--- src/rtl/apb_master_arbiter_if.sv ---
// apb_master_arbiter_if: requester-side and APB-side signal bundle for the shared APB master
interface apb_master_arbiter_if #(
  parameter int NUM_REQ = 4,
  parameter int ADDR_W  = 32,
  parameter int DATA_W  = 32
);
  logic [NUM_REQ-1:0]        req_valid;
  logic [NUM_REQ-1:0]        req_write;
  logic [NUM_REQ*ADDR_W-1:0] req_addr;
  logic [NUM_REQ*DATA_W-1:0] req_wdata;
  logic [NUM_REQ-1:0]        req_ready;
  logic [NUM_REQ-1:0]        rsp_valid;
  logic [DATA_W-1:0]         rsp_rdata;
  logic                      rsp_err;
  logic                      busy;
  logic                      PSEL;
  logic                      PENABLE;
  logic                      PWRITE;
  logic [ADDR_W-1:0]         PADDR;
  logic [DATA_W-1:0]         PWDATA;
  logic [DATA_W-1:0]         PRDATA;
  logic                      PREADY;
  modport master (
    input  req_valid, req_write, req_addr, req_wdata, PRDATA, PREADY,
    output req_ready, rsp_valid, rsp_rdata, rsp_err, busy,
           PSEL, PENABLE, PWRITE, PADDR, PWDATA
  );
  modport slave (
    output req_valid, req_write, req_addr, req_wdata, PRDATA, PREADY,
    input  req_ready, rsp_valid, rsp_rdata, rsp_err, busy,
           PSEL, PENABLE, PWRITE, PADDR, PWDATA
  );
endinterface

--- src/rtl/apb_master_arbiter.sv ---
// apb_master_arbiter: round-robin sharing of one APB master port among NUM_REQ requesters
module apb_master_arbiter #(
  parameter int NUM_REQ = 4,
  parameter int ADDR_W  = 32,
  parameter int DATA_W  = 32,
  parameter int TIMEOUT = 16
) (
  input logic PCLK,
  input logic PRESETn,
  apb_master_arbiter_if.master bus
);
  localparam int IW = $clog2(NUM_REQ);
  localparam int CW = TIMEOUT > 1 ? $clog2(TIMEOUT) : 1;
  typedef enum logic [1:0] {IDLE, SETUP, ACCESS} state_t;
  state_t              state_q, state_d;
  logic [IW-1:0]       ptr_q, ptr_d, gnt_q, gnt_d, gnt, idx;
  logic [CW-1:0]       cnt_q, cnt_d;
  logic                found, timed_out;
  logic                psel_q, psel_d, penable_q, penable_d, pwrite_q, pwrite_d;
  logic [ADDR_W-1:0]   paddr_q, paddr_d;
  logic [DATA_W-1:0]   pwdata_q, pwdata_d, rsp_rdata_q, rsp_rdata_d;
  logic [NUM_REQ-1:0]  rsp_valid_q, rsp_valid_d;
  logic                rsp_err_q, rsp_err_d;
  assign timed_out     = (TIMEOUT != 0) && (cnt_q == CW'(TIMEOUT - 1));
  assign bus.req_ready = (state_q == IDLE && found) ? (NUM_REQ'(1) << gnt) : '0;
  assign bus.busy      = state_q != IDLE;
  assign bus.PSEL      = psel_q;
  assign bus.PENABLE   = penable_q;
  assign bus.PWRITE    = pwrite_q;
  assign bus.PADDR     = paddr_q;
  assign bus.PWDATA    = pwdata_q;
  assign bus.rsp_valid = rsp_valid_q;
  assign bus.rsp_rdata = rsp_rdata_q;
  assign bus.rsp_err   = rsp_err_q;
  // first valid requester at or after ptr, wrapping; descending scan so the closest one wins
  always_comb begin
    gnt   = ptr_q;
    found = 1'b0;
    idx   = '0;
    for (int k = NUM_REQ - 1; k >= 0; k--) begin
      idx = IW'((int'(ptr_q) + k) % NUM_REQ);
      if (bus.req_valid[idx]) begin
        gnt   = idx;
        found = 1'b1;
      end
    end
  end
  // next-state and registered bus/response values
  always_comb begin
    state_d     = state_q;
    ptr_d       = ptr_q;
    gnt_d       = gnt_q;
    cnt_d       = cnt_q;
    psel_d      = psel_q;
    penable_d   = penable_q;
    pwrite_d    = pwrite_q;
    paddr_d     = paddr_q;
    pwdata_d    = pwdata_q;
    rsp_valid_d = '0;
    rsp_rdata_d = rsp_rdata_q;
    rsp_err_d   = rsp_err_q;
    case (state_q)
      IDLE: if (found) begin
        gnt_d     = gnt;
        psel_d    = 1'b1;
        penable_d = 1'b0;
        pwrite_d  = bus.req_write[gnt];
        paddr_d   = bus.req_addr[int'(gnt) * ADDR_W +: ADDR_W];
        pwdata_d  = bus.req_wdata[int'(gnt) * DATA_W +: DATA_W];
        ptr_d     = (gnt == IW'(NUM_REQ - 1)) ? '0 : gnt + 1'b1;
        state_d   = SETUP;
      end
      SETUP: begin
        penable_d = 1'b1;
        cnt_d     = '0;
        state_d   = ACCESS;
      end
      ACCESS: if (bus.PREADY || timed_out) begin
        psel_d             = 1'b0;
        penable_d          = 1'b0;
        rsp_valid_d[gnt_q] = 1'b1;
        rsp_err_d          = !bus.PREADY;
        rsp_rdata_d        = (bus.PREADY && !pwrite_q) ? bus.PRDATA : '0;
        cnt_d              = '0;
        state_d            = IDLE;
      end else begin
        cnt_d = cnt_q + 1'b1;
      end
      default: state_d = IDLE;
    endcase
  end
  // state and output registers; reset drops the bus immediately
  always_ff @(posedge PCLK or negedge PRESETn) begin
    if (!PRESETn) begin
      state_q     <= IDLE;
      ptr_q       <= '0;
      gnt_q       <= '0;
      cnt_q       <= '0;
      psel_q      <= 1'b0;
      penable_q   <= 1'b0;
      pwrite_q    <= 1'b0;
      paddr_q     <= '0;
      pwdata_q    <= '0;
      rsp_valid_q <= '0;
      rsp_rdata_q <= '0;
      rsp_err_q   <= 1'b0;
    end else begin
      state_q     <= state_d;
      ptr_q       <= ptr_d;
      gnt_q       <= gnt_d;
      cnt_q       <= cnt_d;
      psel_q      <= psel_d;
      penable_q   <= penable_d;
      pwrite_q    <= pwrite_d;
      paddr_q     <= paddr_d;
      pwdata_q    <= pwdata_d;
      rsp_valid_q <= rsp_valid_d;
      rsp_rdata_q <= rsp_rdata_d;
      rsp_err_q   <= rsp_err_d;
    end
  end
endmodule

--- src/flat_wrapper.sv ---
// flat-port wrapper written by rule: the top's interface ports become plain ports
module apb_master_arbiter_flat 
#(
  parameter int NUM_REQ = 4,
  parameter int ADDR_W  = 32,
  parameter int DATA_W  = 32,
  parameter int TIMEOUT = 16
)
  (PCLK, PRESETn, bus_req_valid, bus_req_write, bus_req_addr, bus_req_wdata, bus_PRDATA, bus_PREADY, bus_req_ready, bus_rsp_valid, bus_rsp_rdata, bus_rsp_err, bus_busy, bus_PSEL, bus_PENABLE, bus_PWRITE, bus_PADDR, bus_PWDATA);
  apb_master_arbiter_if #(.NUM_REQ(NUM_REQ), .ADDR_W(ADDR_W), .DATA_W(DATA_W)) bus_i ();
  input logic PCLK;
  input logic PRESETn;
  input wire logic [$bits(bus_i.req_valid)-1:0] bus_req_valid;
  input wire logic [$bits(bus_i.req_write)-1:0] bus_req_write;
  input wire logic [$bits(bus_i.req_addr)-1:0] bus_req_addr;
  input wire logic [$bits(bus_i.req_wdata)-1:0] bus_req_wdata;
  input wire logic [$bits(bus_i.PRDATA)-1:0] bus_PRDATA;
  input wire logic [$bits(bus_i.PREADY)-1:0] bus_PREADY;
  output wire logic [$bits(bus_i.req_ready)-1:0] bus_req_ready;
  output wire logic [$bits(bus_i.rsp_valid)-1:0] bus_rsp_valid;
  output wire logic [$bits(bus_i.rsp_rdata)-1:0] bus_rsp_rdata;
  output wire logic [$bits(bus_i.rsp_err)-1:0] bus_rsp_err;
  output wire logic [$bits(bus_i.busy)-1:0] bus_busy;
  output wire logic [$bits(bus_i.PSEL)-1:0] bus_PSEL;
  output wire logic [$bits(bus_i.PENABLE)-1:0] bus_PENABLE;
  output wire logic [$bits(bus_i.PWRITE)-1:0] bus_PWRITE;
  output wire logic [$bits(bus_i.PADDR)-1:0] bus_PADDR;
  output wire logic [$bits(bus_i.PWDATA)-1:0] bus_PWDATA;
  assign bus_i.req_valid = bus_req_valid;
  assign bus_i.req_write = bus_req_write;
  assign bus_i.req_addr = bus_req_addr;
  assign bus_i.req_wdata = bus_req_wdata;
  assign bus_i.PRDATA = bus_PRDATA;
  assign bus_i.PREADY = bus_PREADY;
  assign bus_req_ready = bus_i.req_ready;
  assign bus_rsp_valid = bus_i.rsp_valid;
  assign bus_rsp_rdata = bus_i.rsp_rdata;
  assign bus_rsp_err = bus_i.rsp_err;
  assign bus_busy = bus_i.busy;
  assign bus_PSEL = bus_i.PSEL;
  assign bus_PENABLE = bus_i.PENABLE;
  assign bus_PWRITE = bus_i.PWRITE;
  assign bus_PADDR = bus_i.PADDR;
  assign bus_PWDATA = bus_i.PWDATA;
  apb_master_arbiter #(.NUM_REQ(NUM_REQ), .ADDR_W(ADDR_W), .DATA_W(DATA_W), .TIMEOUT(TIMEOUT)) u_core (.PCLK(PCLK), .PRESETn(PRESETn), .bus(bus_i));
endmodule
--- config.mk ---
export PLATFORM = sky130hd
export DESIGN_NAME = apb_master_arbiter_flat
export DESIGN_NICKNAME = d
export VERILOG_FILES = /design/src/rtl/apb_master_arbiter_if.sv /design/src/rtl/apb_master_arbiter.sv /design/src/flat_wrapper.sv
export SDC_FILE = /design/constraint.sdc
export NUM_CORES = 1
export LEC_CHECK = 0
export ABC_AREA = 1
export CAP_MARGIN = 20
export CORE_AREA = 2 2 159 161
export CTS_CLUSTER_DIAMETER = 150
export CTS_CLUSTER_SIZE = 10
export DETAILED_ROUTE_END_ITERATION = 10
export DIE_AREA = 0 0 161 163
export MAX_ROUTING_LAYER = met4
export PLACE_DENSITY = 0.7
export SYNTH_ARGS = -nofsm -noshare
export SYNTH_HDL_FRONTEND = slang
export SYNTH_SLANG_ARGS = --single-unit
--- constraint.sdc ---
create_clock -name PCLK -period 2.8 [get_ports PCLK]
set_input_delay 0.7 -clock PCLK [delete_from_list [all_inputs] [get_ports PCLK]]
set_output_delay 0.7 -clock PCLK [all_outputs]
set_load 0.02 [all_outputs]
==> metrics, run 1 <==
outcome=complete, but fails checks; violated checks=setup timing; FF-to-FF Start=u_core.ptr_q[0]; die width=161 µm; placed cells=1683; TritonRoute pass-1 iters=5; nets=1697; max-slew headroom at the worst pin=0.439; period utilization=1.02; Mapped Nets=1299; clk_lat worst skew=0.41 ns; critical path, cell by cell=inv_4 > nand2_2 > nand2_2 > nand2_2 > nand3_2 > nand2_2 > nand2_2 > nand3_2 > nand2_2 > clkinv_4 > ha_4 > inv_2 > nor2_4 > buf_6; vias in the first global route=8012; Wirelength per Cell=16.8 µm; Max Clock Freq=0.350 GHz; DRT iter0 DRCs=652; grt ovf=0; critical path depth in cells=14; synthesized area per cell=6.89 µm²; cell area after synthesis=6860 µm²; I/O Buffers=407; Clock Path Buffers=2; largest cells by area after synthesis=dfrtp_1 (42%), nand3_1 (27%), nand2_1 (20%); first-pass GRT wire length=43.7 mm; Seq/Total Area, Yosys=0.416; Worst VDD drop=0.00133 V; initial antenna violation count=1; number of synthesized register bits=114; GR Util All Layers=0.218; Mapped Cells=995; most frequent CP cell=nand2_2; CTS tree=built; Post-DP HPWL=20.5 mm; pwr/cell area=1330 nW/µm²; Final Power=16.3 mW; Worst Slack Setup Final=-0.0540 ns; CTS clk-pin slew, worst paths=0.06 ns; largest net degree at the start of global routing=131; Max FO, Critical Path=6; critical path endpoint=bus_req_ready[3]; maximum level of the CTS H-tree=4; Critical-path top delay cell=dfrtp_2; Initial Util=0.278; post-synth top area cell=dfrtp_1; hold crit path type=in -> async; skew final=0.00712 ns; setup slack, reg-to-reg=0.10 ns; MaxCap Viol Count=0; Via Count=8499; Setup crit start kind=flip-flop; total CTS buffers=17; Max Slew Vio Count=0; Worst Max-Slew Pin Slew=0.841 ns; crit path DAT=2.15 ns; area of the multi-input gates=3710 µm²; # DRC=0; Worst EP required=2.10 ns; share of the synthesized area in the top cell type=0.416; number of hold buffers added after CTS=0; reg2reg path depth=14; Vert. Die Dim=163 µm; area growth from synthesis to layout=77.7%; Final setup viols=3; CP Class=reg -> out; WP buf/inv=4; cell family with most CP delay=simple AND/OR/NAND/NOR gates; RSZ-0062 raised after global routing=true; FF+latch area=2850 µm²; clk sinks=114; DRT Wirelength=29.2 mm; worst slack, placed=-0.889 ns; static leakage=5.59 nW; Site Rows=58; Hold Vio Cnt, Final=0; die area=26200 µm²; post-DR vias/cell=4.89; Crit. Startpoint=u_core.ptr_q[0]; num ports=408; layout cell share with drive strength beyond 1=0.105; CP max stage delay=0.47 ns; Final min period=2.85 ns; reg2reg end=u_core.bus.PADDR[2]; GPL Wtd Cong=0.896; Setup crit end kind=output pin; fin cells=1737; Core Footprint=24700 µm²; synth warn=0; Antenna Nets Post-Route=0; Yosys cell types=25; Filler cells=2447; clock root buffer=clkbuf_16; Final TNS setup=-0.0845 ns
==> repair_timing <==
item | CTS | global route
resized for setup | 60 | 42
buffers inserted | 12 | 9
setup endpoints to repair | 4 | 5
pin swaps | 17 | 18
==> through the flow <==
stage | utilization | cell area [µm²] | hold WS (ns)
finish | 0.494 | 12200 | 0.394
global route | 0.494 | 12200 | 0.443
CTS | 0.485 | 12000 | 0.414
detailed placement | 0.454 | 11200 | 0.462
global placement | 0.454 | 11200 | 0.440
floorplan | - | 6860 | 0.404
==> metal layers <==
| layer | GRT usage | up-vias | routed length [µm] |
|---|---|---|---|
| met5 | - | - | 0 |
| met4 | 0.0812 | 0 | 823 |
| met3 | 0.0428 | 54 | 2130 |
| met2 | 0.361 | 426 | 14400 |
| met1 | 0.265 | 3921 | 11800 |
| li1 | - | 4098 | - |
==> cell type report <==
cell class	instances	area share
Tap cell	330	0.0339
Inverter	28	0.00985
Multi-Input combinational cell	772	0.304
Clock inverter	13	0.0113
Clock buffer	19	0.0363
Sequential cell	114	0.234
Timing Repair Buffer	460	0.370
Antenna cell	1	0.000205
==> worst register-to-register path, delay by kind of cell, from the launching register on <==
| family | cells | cell delay, ns |
|---|---|---|
| AND/OR/NAND/NOR | 11 | 1.28 |
| buffers and inverters | 3 | 0.85 |
| flip-flops | 1 | 0.47 |
==> placed cells by master, fill, tap and decap left out, types with 5 or more instances in the layout <==
| master | n |
|---|---|
| clkdlybuf4s50_1 | 398 |
| nand3_1 | 359 |
| nand2_1 | 337 |
| dfrtp_1 | 113 |
| buf_4 | 48 |
| nand2_2 | 20 |
| inv_1 | 17 |
| clkbuf_16 | 17 |
| nand2_4 | 8 |
| buf_6 | 8 |
| o21ai_0 | 7 |
| inv_2 | 6 |
| nand3_4 | 6 |
| nor2_4 | 5 |
| clkinv_4 | 5 |
| nor2_1 | 5 |
==> synthesized netlist by cell type <==
master	count
o21ai_0	8
inv_2	4
nor3_1	4
inv_1	23
nor2_1	12
nand3_1	366
inv_4	1
nand2_1	363
a21oi_1	1
o21a_1	1
nand4_1	2
o22ai_1	2
o21ai_1	1
buf_2	28
buf_6	2
xor2_1	2
ha_1	5
buf_1	10
xnor2_1	1
nand2_4	2
buf_4	18
nand3_2	2
clkbuf_4	1
dfrtp_1	114
clkbuf_1	22
==> kinds of logic (layout without fill, tap and decap cells) <==
kind of cell | after synthesis | after routing | synth area share
xor gates and xnor gates | 3 | 3 | 0.00383
and+or+nand+nor | 751 | 751 | 0.483
other | 0 | 1 | 0
DFF | 114 | 114 | 0.416
buffers and inverters | 109 | 520 | 0.0777
AOI/OAI and AO/OA | 13 | 13 | 0.0102
adders and majority gates | 5 | 5 | 0.00912
==> power by group <==
group / leakage, nW / switching [mW] / internal (mW)
Clock: 0.279 / 0.810 / 1.33
Combinational: 3.87 / 6.97 / 4.32
Sequential: 1.44 / 0.424 / 2.41
==> flip-flops by register name (all words and copies together) (netlist names), 2 cells and up <==
name                  flops
u_core.bus.rsp_valid      4
u_core.state_q            2
u_core.ptr_q              2
u_core.gnt_q              2
u_core.bus.PADDR         32
u_core.bus.PWDATA        32
u_core.bus.rsp_rdata     32
u_core.cnt_q              4
==> how the worst min path moves through the flow <==
stage | start | endpoint | cells after the start
final | PRESETn | u_core.bus.PSEL | 2
after floorplan | PRESETn | u_core.bus.PADDR[0] | 0
after global placement | u_core.gnt_q[1] | u_core.bus.rsp_valid[0] | 1
after CTS | PRESETn | u_core.bus.PSEL | 2
after global routing | PRESETn | u_core.bus.rsp_valid[2] | 2
after detailed placement | u_core.gnt_q[1] | u_core.bus.rsp_valid[1] | 1
No activity file was read; power rests on OpenSTA's default activity.
==> run 2, diff against run 1 <==
--- a/config.mk
+++ b/config.mk
@@ -14,6 +14,7 @@
 export DIE_AREA = 0 0 161 163
 export MAX_ROUTING_LAYER = met4
 export PLACE_DENSITY = 0.7
+export RECOVER_POWER = 50
 export SYNTH_ARGS = -nofsm -noshare
 export SYNTH_HDL_FRONTEND = slang
 export SYNTH_SLANG_ARGS = --single-unit
==> metrics, run 2 (synthesis results as in run 1) <==
outcome=complete, but fails checks; violated checks=capacitance limit, slew limit, setup timing; Critical-path top delay cell=dfrtp_2; Clock Path Buffers=2; most frequent cells in the layout=clkdlybuf4s50_1 (388), nand3_1 (359), nand2_1 (337); cell family with most CP delay=simple AND/OR/NAND/NOR gates; most common cell after layout, fill and taps aside=clkdlybuf4s50_1; area growth from synthesis to layout=77.5%; die width=161 µm; Via Count=8436; max-slew headroom at the worst pin=-0.0636; GR Util All Layers=0.218; pwr/cell area=1330 nW/µm²; num ports=408; Final min period=2.85 ns; RSZ-0062 raised after global routing=true; metal2 WL=14.4 mm; maximum level of the CTS H-tree=4; number of hold buffers added after CTS=0; worst hold slack=0.473 ns; Wirelength per Cell=16.8 µm; # DRC=0; CP Class=reg -> out; Setup crit start kind=flip-flop; Filler cells=2450; Worst EP required=2.10 ns; largest net degree at the start of global routing=131; Worst VDD drop=0.00133 V; WL met3=1.95 mm; first-pass GRT wire length=43.7 mm; CTS clk-pin slew, worst paths=0.06 ns; Worst Slack Setup Final=-0.0546 ns; crit path DAT=2.15 ns; Metal-1 WL=12.0 mm; CP max stage delay=0.47 ns; Setup crit end kind=output pin; die area=26200 µm²; Clk pwr share=0.132; nets=1697; DP Area=11200 µm²; Finished Cell Area=12200 µm²; TritonRoute pass-1 iters=5; initial antenna violation count=1; clock root buffer=clkbuf_16; static leakage=5.61 nW; placed cells=1683; Highest Signal Layer=met4; Initial Util=0.278; total CTS buffers=17; Hold Vio Cnt, Final=0; Vert. Die Dim=163 µm; Logic pwr share=0.694; Max Clock Freq=0.350 GHz; GPL Wtd Cong=0.896; Post-DP HPWL=20.5 mm; I/O Buffers=407; post-DR vias/cell=4.86; DRT iter0 DRCs=647; DRT Wirelength=29.2 mm; Max FO, Critical Path=6; clk_lat worst skew=0.41 ns; sequential power share=0.174; Antenna Nets Post-Route=0; P_int=8.04 mW; Core Footprint=24700 µm²; Worst Max-Slew Pin Slew=1.60 ns; clk sinks=114; P_sw=8.19 mW; Max Slew Vio Count=115; Site Rows=58; layout cell share with drive strength beyond 1=0.105; CTS tree=built; Final setup viols=3; vias in the first global route=8012; fin cells=1737; WP buf/inv=4; switching part of the total=0.505; MaxCap Viol Count=1; most frequent CP cell=nand2_2; period utilization=1.02; hold crit path type=reg -> reg; critical path, cell by cell=inv_4 > nand2_2 > nand2_2 > nand2_2 > nand3_2 > nand2_2 > nand2_2 > nand3_2 > nand2_2 > clkinv_4 > ha_4 > inv_2 > nor2_4 > buf_6; grt ovf=0; skew final=0.00690 ns
[run 2: cell types whose count changed in the layout (fill, tap and decap cells not counted)]
cell / previous run / this run
dlygate4sd3_1: 0 / 10
nor2_1: 5 / 6
clkdlybuf4s50_1: 398 / 388
buf_12: 2 / 1
clkbuf_4: 0 / 2
clkbuf_2: 0 / 1
nor2_2: 2 / 1
buf_4: 48 / 46
[run 2: power groups by stage]
stage	clock network (mW)	logic, mW	registers, mW
after floorplan	0	6.10	3.54
after global placement	0	10.3	2.81
after detailed placement	0	10.4	2.84
after CTS	2.19	10.8	2.82
after global routing	2.28	12.4	2.92
final	2.14	11.3	2.83
[run 2: per-stage QoR]
stage	TNS, ns	power (mW)	util	setup WS, ns
2_1_floorplan	0	9.64	-	0.0477
3_3_place_gp	-18.86	13.1	0.454	-0.793
3_5_place_dp	-22.82	13.3	0.454	-0.889
4_1_cts	0	15.8	0.485	0.00276
5_1_grt	-0.530	17.6	0.493	-0.156
6_report	-0.0851	16.2	0.493	-0.0546
[run 2: repair_timing]
action | 4_1_cts | 5_1_grt
setup buffers | 12 | 9
pin swaps | 17 | 18
gates resized for setup | 60 | 42
hold endpoints to repair | 0 | 0
setup endpoints to repair | 4 | 5
[run 2: routing by layer]
layer	track usage	up-vias
met5	-	-
met4	0.0812	0
met3	0.0428	62
met2	0.361	375
met1	0.265	3901
li1	-	4098
[run 2: final cells by class]
| cell class | count | area, µm² | share of cell area |
|---|---|---|---|
| clock inverter | 13 | 138 | 0.0113 |
| antenna | 1 | 2.50 | 0.000206 |
| sequential | 114 | 2850 | 0.234 |
| multi-input combinational | 772 | 3710 | 0.305 |
| inverter | 28 | 120 | 0.00987 |
| clock buffer | 19 | 443 | 0.0364 |
| timing repair buffer | 460 | 4490 | 0.369 |
| tap | 330 | 413 | 0.0339 |
[run 2: final timing paths]
kind / cells past startpoint / slack, ns / end / startpoint
max in group asynchronous: 2 / 0.90 / u_core.ptr_q[0] / PRESETn
hold reg to reg: 1 / 0.47 / u_core.bus.rsp_valid[0] / u_core.gnt_q[1]
setup / recovery: 14 / -0.05 / bus_req_ready[3] / u_core.ptr_q[0]
setup reg to reg: 14 / 0.09 / u_core.bus.PADDR[2] / u_core.ptr_q[0]
hold / removal: 1 / 0.47 / u_core.bus.rsp_valid[0] / u_core.gnt_q[1]
min in group asynchronous: 2 / 0.83 / u_core.bus.PSEL / PRESETn
